## src/rtl/bcd_digit_converter.sv

```systemverilog
`default_nettype none
// ============================================================================
// Module   : bcd_digit_converter
// Brief    : Sequential 12-bit binary to four-digit converter (double-dabble
//            BCD or hex nibble split) with leading-zero blank mask.
// Revision : 1.0 - initial release
// ============================================================================
module bcd_digit_converter #(
    parameter int P_WIDTH  = 12,
    parameter int P_DIGITS = 4
) (
    input  logic                    i_clk,
    input  logic                    reset,
    input  logic [P_WIDTH-1:0]      i_value,
    input  logic                    i_nsyst,
    input  logic                    i_start,
    output logic                    o_busy,
    output logic                    o_done,
    output logic [4*P_DIGITS-1:0]   o_digits,
    output logic [P_DIGITS-1:0]     o_blank
);

    localparam int c_BCD_W = 4 * P_DIGITS;
    localparam int c_CNT_W = $clog2(P_WIDTH + 1);
    localparam int c_PAD_W = c_BCD_W - P_WIDTH;

    typedef enum logic [1:0] {
        S_IDLE  = 2'd0,
        S_SHIFT = 2'd1,
        S_DONE  = 2'd2
    } state_t;

    state_t                      r_state;
    state_t                      w_state_nxt;
    logic [P_WIDTH-1:0]          r_bin;
    logic [c_BCD_W-1:0]          r_bcd;
    logic [c_CNT_W-1:0]          r_cnt;
    logic [c_BCD_W-1:0]          w_adj;
    logic [c_BCD_W+P_WIDTH-1:0]  w_shifted;
    logic [P_DIGITS-1:0]         w_blank;

    generate
        for (genvar g = 0; g < P_DIGITS; g++) begin : g_adj
            assign w_adj[4*g +: 4] = (r_bcd[4*g +: 4] >= 4'd5) ? r_bcd[4*g +: 4] + 4'd3
                                                               : r_bcd[4*g +: 4];
        end
    endgenerate

    assign w_shifted = {w_adj, r_bin} << 1;

    // A digit is blanked only when it and every digit above it are zero.
    assign w_blank[0] = 1'b0;
    generate
        for (genvar g = 1; g < P_DIGITS; g++) begin : g_blank
            assign w_blank[g] = (r_bcd[c_BCD_W-1:4*g] == '0);
        end
    endgenerate

    assign o_busy = (r_state != S_IDLE);

    always_ff @(posedge i_clk or negedge reset) begin
        if (!reset) begin
            r_state <= S_IDLE;
        end else begin
            r_state <= w_state_nxt;
        end
    end

    always_comb begin
        w_state_nxt = r_state;
        case (r_state)
            S_IDLE:  if (i_start) w_state_nxt = i_nsyst ? S_SHIFT : S_DONE;
            S_SHIFT: if (r_cnt == c_CNT_W'(1)) w_state_nxt = S_DONE;
            S_DONE:  w_state_nxt = S_IDLE;
            default: w_state_nxt = S_IDLE;
        endcase
    end

    always_ff @(posedge i_clk or negedge reset) begin
        if (!reset) begin
            r_bin    <= '0;
            r_bcd    <= '0;
            r_cnt    <= '0;
            o_done   <= 1'b0;
            o_digits <= '0;
            o_blank  <= {{(P_DIGITS-1){1'b1}}, 1'b0};
        end else begin
            o_done <= 1'b0;
            case (r_state)
                S_IDLE: begin
                    if (i_start) begin
                        r_bin <= i_value;
                        if (i_nsyst) begin
                            r_bcd <= '0;
                            r_cnt <= c_CNT_W'(P_WIDTH);
                        end else begin
                            r_bcd <= {{c_PAD_W{1'b0}}, i_value};
                            r_cnt <= '0;
                        end
                    end
                end
                S_SHIFT: begin
                    r_bcd <= w_shifted[c_BCD_W+P_WIDTH-1 -: c_BCD_W];
                    r_bin <= w_shifted[P_WIDTH-1:0];
                    r_cnt <= r_cnt - c_CNT_W'(1);
                end
                S_DONE: begin
                    o_digits <= r_bcd;
                    o_blank  <= w_blank;
                    o_done   <= 1'b1;
                end
                default: ;
            endcase
        end
    end

endmodule
`default_nettype wire
```

## config.mk

```make
export PLATFORM = sky130hd
export DESIGN_NAME = bcd_digit_converter
export DESIGN_NICKNAME = d
export VERILOG_FILES = /design/src/rtl/bcd_digit_converter.sv
export SDC_FILE = /design/constraint.sdc
export NUM_CORES = 1
export LEC_CHECK = 0
export CORE_MARGIN = 2
export CORE_UTILIZATION = 50
export CTS_CLUSTER_SIZE = 8
export DETAILED_ROUTE_END_ITERATION = 8
export PLACE_DENSITY = 0.73
export SLEW_MARGIN = 20
export SYNTH_ARGS = -nofsm -noshare
export SYNTH_HDL_FRONTEND = slang
export SYNTH_SLANG_ARGS = --single-unit
```

## constraint.sdc

```tcl
create_clock -name i_clk -period 1.9 [get_ports i_clk]
set_input_delay 0.38 -clock i_clk [delete_from_list [all_inputs] [get_ports i_clk]]
set_output_delay 0.38 -clock i_clk [all_outputs]
set_load 0.005 [all_outputs]
```

==> results of run 1 <==
==> critical path: cells and delay by family (launching register included) <==
| kind | cells | cell delay, ns |
|---|---|---|
| buffers and inverters | 2 | 0.50 |
| flip-flops | 1 | 0.39 |
| AND/OR/NAND/NOR | 1 | 0.21 |
==> how the worst max path moves through the flow <==
stage                                 from                     to  cells past startpoint
floorplan             r_bcd[4]$_DFFE_PN0P_   r_bcd[6]$_DFFE_PN0P_                      6
global placement                   i_start   r_bcd[6]$_DFFE_PN0P_                      6
detailed placement                 i_nsyst  r_bcd[10]$_DFFE_PN0P_                      5
CTS                 r_state[0]$_DFFE_PN0P_                 o_busy                      3
global route        r_state[0]$_DFFE_PN0P_                 o_busy                      3
finish              r_state[0]$_DFFE_PN0P_                 o_busy                      3
==> cells in the mapped netlist (all sizes together) <==
library cell	n	area share (%)
inv	14	1.9
a32o	2	0.72
nor2	16	2.5
nand3	4	0.72
xnor2	4	1.3
a21oi	32	5.8
o311ai	2	0.63
a22oi	14	3.8
a211oi	1	0.27
dfstp	3	2.8
nand2	19	2.6
and4	1	0.32
buf	14	2.9
a221oi	1	0.32
clkbuf	5	0.72
nor3	5	0.90
nand2b	12	2.7
mux2	10	4.1
dfrtp	51	46
a31oi	2	0.45
o21ai	36	6.6
nand3b	2	0.54
nor3b	1	0.27
conb	1	0.13
a32oi	3	0.95
ha	10	4.5
o22ai	8	1.8
nor2b	13	2.9
o21a	2	0.54
o31ai	1	0.27
nand4	1	0.23
==> stage by stage <==
step	setup WS, ns	hold slack (ns)	power (W)	instances	area (um^2)
6_report	0.112	0.0476	0.00548	400	3360
5_1_grt	0.0532	0.0651	0.00597	400	3360
4_1_cts	0.0731	0.0550	0.00551	400	3360
3_5_place_dp	0.167	0.398	0.00472	392	3250
3_3_place_gp	0.196	0.396	0.00464	392	3250
2_1_floorplan	0.386	0.0844	0.00379	290	2780
==> metal layers <==
layer | routed length, um | track usage (%) | up-vias
met2 | 2720 | 31.4 | 62
met5 | 0 | 0 | -
met1 | 2870 | 30.4 | 1047
met4 | 46 | 5.26 | 0
li1 | - | - | 1096
met3 | 276 | 4.02 | 6
==> state kept, by name, indices dropped and copies added, names as in the netlist <==
| signal | flops |
|---|---|
| o_blank | 3 |
| o_digits | 16 |
| o_done | 1 |
| r_bcd | 16 |
| r_bin | 12 |
| r_cnt | 4 |
| r_state | 2 |
==> layout make-up <==
type / count / share of cell area (%)
Clock buffer: 5 / 2.05
Clock inverter: 3 / 1.34
Inverter: 14 / 1.56
Multi-Input combinational cell: 203 / 37.8
Sequential cell: 54 / 40.3
Tap cell: 72 / 2.68
Timing Repair Buffer: 49 / 14.2
==> power by group through the flow <==
stage,Combinational (W),Sequential [W],Clock [W]
finish,0.00260,0.00209,0.000778
global route,0.00294,0.00217,0.000860
CTS,0.00262,0.00208,0.000804
detailed placement,0.00261,0.00211,0
global placement,0.00255,0.00209,0
floorplan,0.00178,0.00201,0
==> placed cells by master (no fill, tap or decap), types with 4 or more instances in the layout <==
cell              n
nor2b_1          13
a22oi_1          14
nand2_1          19
xnor2_1           4
clkdlybuf4s50_1  35
inv_1            13
nand3_1           4
dfrtp_1          51
mux2_2           10
ha_1             10
buf_4            11
o22ai_1           8
clkbuf_8          5
nor2_1           14
nor3_1            5
a21oi_1          32
o21ai_0          33
nand2b_1         12
==> cells by family (layout without fill, tap and decap cells) <==
logic type | after synthesis | count (layout) | share of synthesized area, %
multiplexers | 10 | 10 | 4.05
adder cells (fa/ha/maj) | 10 | 10 | 4.50
AND/OR/NAND/NOR | 74 | 74 | 13.7
XOR/XNOR | 4 | 4 | 1.26
flip-flops | 54 | 54 | 48.7
other | 1 | 1 | 0.135
buffers and inverters | 33 | 71 | 5.54
AO/OA/AOI/OAI | 104 | 104 | 22.1
==> results.md, run 1 <==
* Seq pwr share at a little under two fifths
* Yosys Warn Count at 0
* Minimum clock period at approximately 1.8 ns
* Root Buffer: clkbuf_8
* Initial Util at ~51%
* Drt drc at 0
* Die area at 6170 um^2
* Vias per inst at 5.53
* Net Sw Frac at roughly two fifths
* Clock latency on the worst-skew pair at ~0.31 ns
* First-pass GRT wire length at between 10000 and 15000 um
* Critical Path Sink Type: output pin
* Max-Cap Viols at 0
* Achievable Freq at 559 MHz
* Total wire length at approximately 5900 um
* Post-cts sizing count at 0
* Final nets at between 300 and 400
* FF-to-FF path depth at 6
* PD cells at 1630 nW/um^2
* Slew Viols, Final at 0
* Fin crit share at between 90 and 100%
* Flip-flop and latch area at ~1400 um^2
* Post-synthesis sequential area ratio at around 49%
* Routed WL per cell at ~15 um
* Layout cells sized above 1 at a little under an eighth
* Via count at between 2000 and 2500
* Cell area after synthesis at between 2000 and 3000 um^2
* WP data required at about 1.5 ns
* Comb power frac at 47.6%
* FF+latch count, synth at 54
* Die H at a little under 80 um
* TritonCTS clock tree: done
* Hold Fails Final Rpt at 0
* RSZ-0062 raised after global routing: no
* Max IR drop VDD at ~0.00077 V
* Critical Path AT at between 1 and 1.5 ns
* Fin Setup TNS at 0 ns
* Syn Area/Cell at approximately 9.6 um^2
* Net switching power at ~0.0021 W
* Area grow syn2layout at 20.9%
* Postcts setup bufs at 0
* R2R setup slack at 0.24 ns
* Num Clock Sinks at 54
* Num CTS Buffers at 5
* Ports at 38
* Initial DRT Pass Iterations at 4
* Antenna Nets Post-Route at 0
* Worst-Margin Slew at roughly 0.53 ns
* Vias in the first global route at between 2000 and 2500
* Final Core Density at ~62%
* Worst Skew at ~0.0085 ns
* Net Count, Synth at about 320
* N_diodes at 0
* Synth Instances at 290
* End of the worst register-to-register path: r_bcd[6]$_DFFE_PN0P_
* Placement row count at 27
* Pint at approximately 0.0033 W
* Multi-input logic area at roughly 1300 um^2
* Total core area at approximately 5400 um^2
* Worst Path Max Fanout at 3
* Clock slew at reported path FFs at ~0.10 ns
* Fillers at 468
* Overall routing resource usage at 20.7%
* H-tree depth at 2
* Clock power share at 14.2%
* CP startpoint kind: register
* # setup viols final at 0
* FF-to-FF Start: r_bcd[4]$_DFFE_PN0P_
* Placer Congestion at ~0.8
* DP Wirelength at 4090 um
* Largest net degree at the start of global routing at 55
* Pleak at around 1.4 nW
* Hold Path Class: primary input to asynchronous set/reset pin
* Critical path, cell by cell: nor2_1, inv_1, clkdlybuf4s50_1
* Synth unique cells at 39
* Slew headroom at between 60% and 70%
* GR Overflow Total at 0
* Run status: complete, no violations
* Clk buf depth at 2
* Initial drt markers at 230
* Hold Buf Count CTS at 0
* Die X at approximately 80 um
* Crit-path max cell delay at around 0.44 ns
* Input/output buffers at 36
* Initial antenna violation count at 0
* Setup CP Type: register to output pin
* CP max stage cell: clkdlybuf4s50_1
Power figures use the tool's default switching activity.
==> inputs of run 2 (changes only) <==
--- a/config.mk
+++ b/config.mk
@@ -14,3 +14,4 @@
 export SYNTH_ARGS = -nofsm -noshare
 export SYNTH_HDL_FRONTEND = slang
 export SYNTH_SLANG_ARGS = --single-unit
+export TNS_END_PERCENT = 50
==> results of run 2 <==
Same layout as run 1: the final DEF is identical, and so are final timing and power.
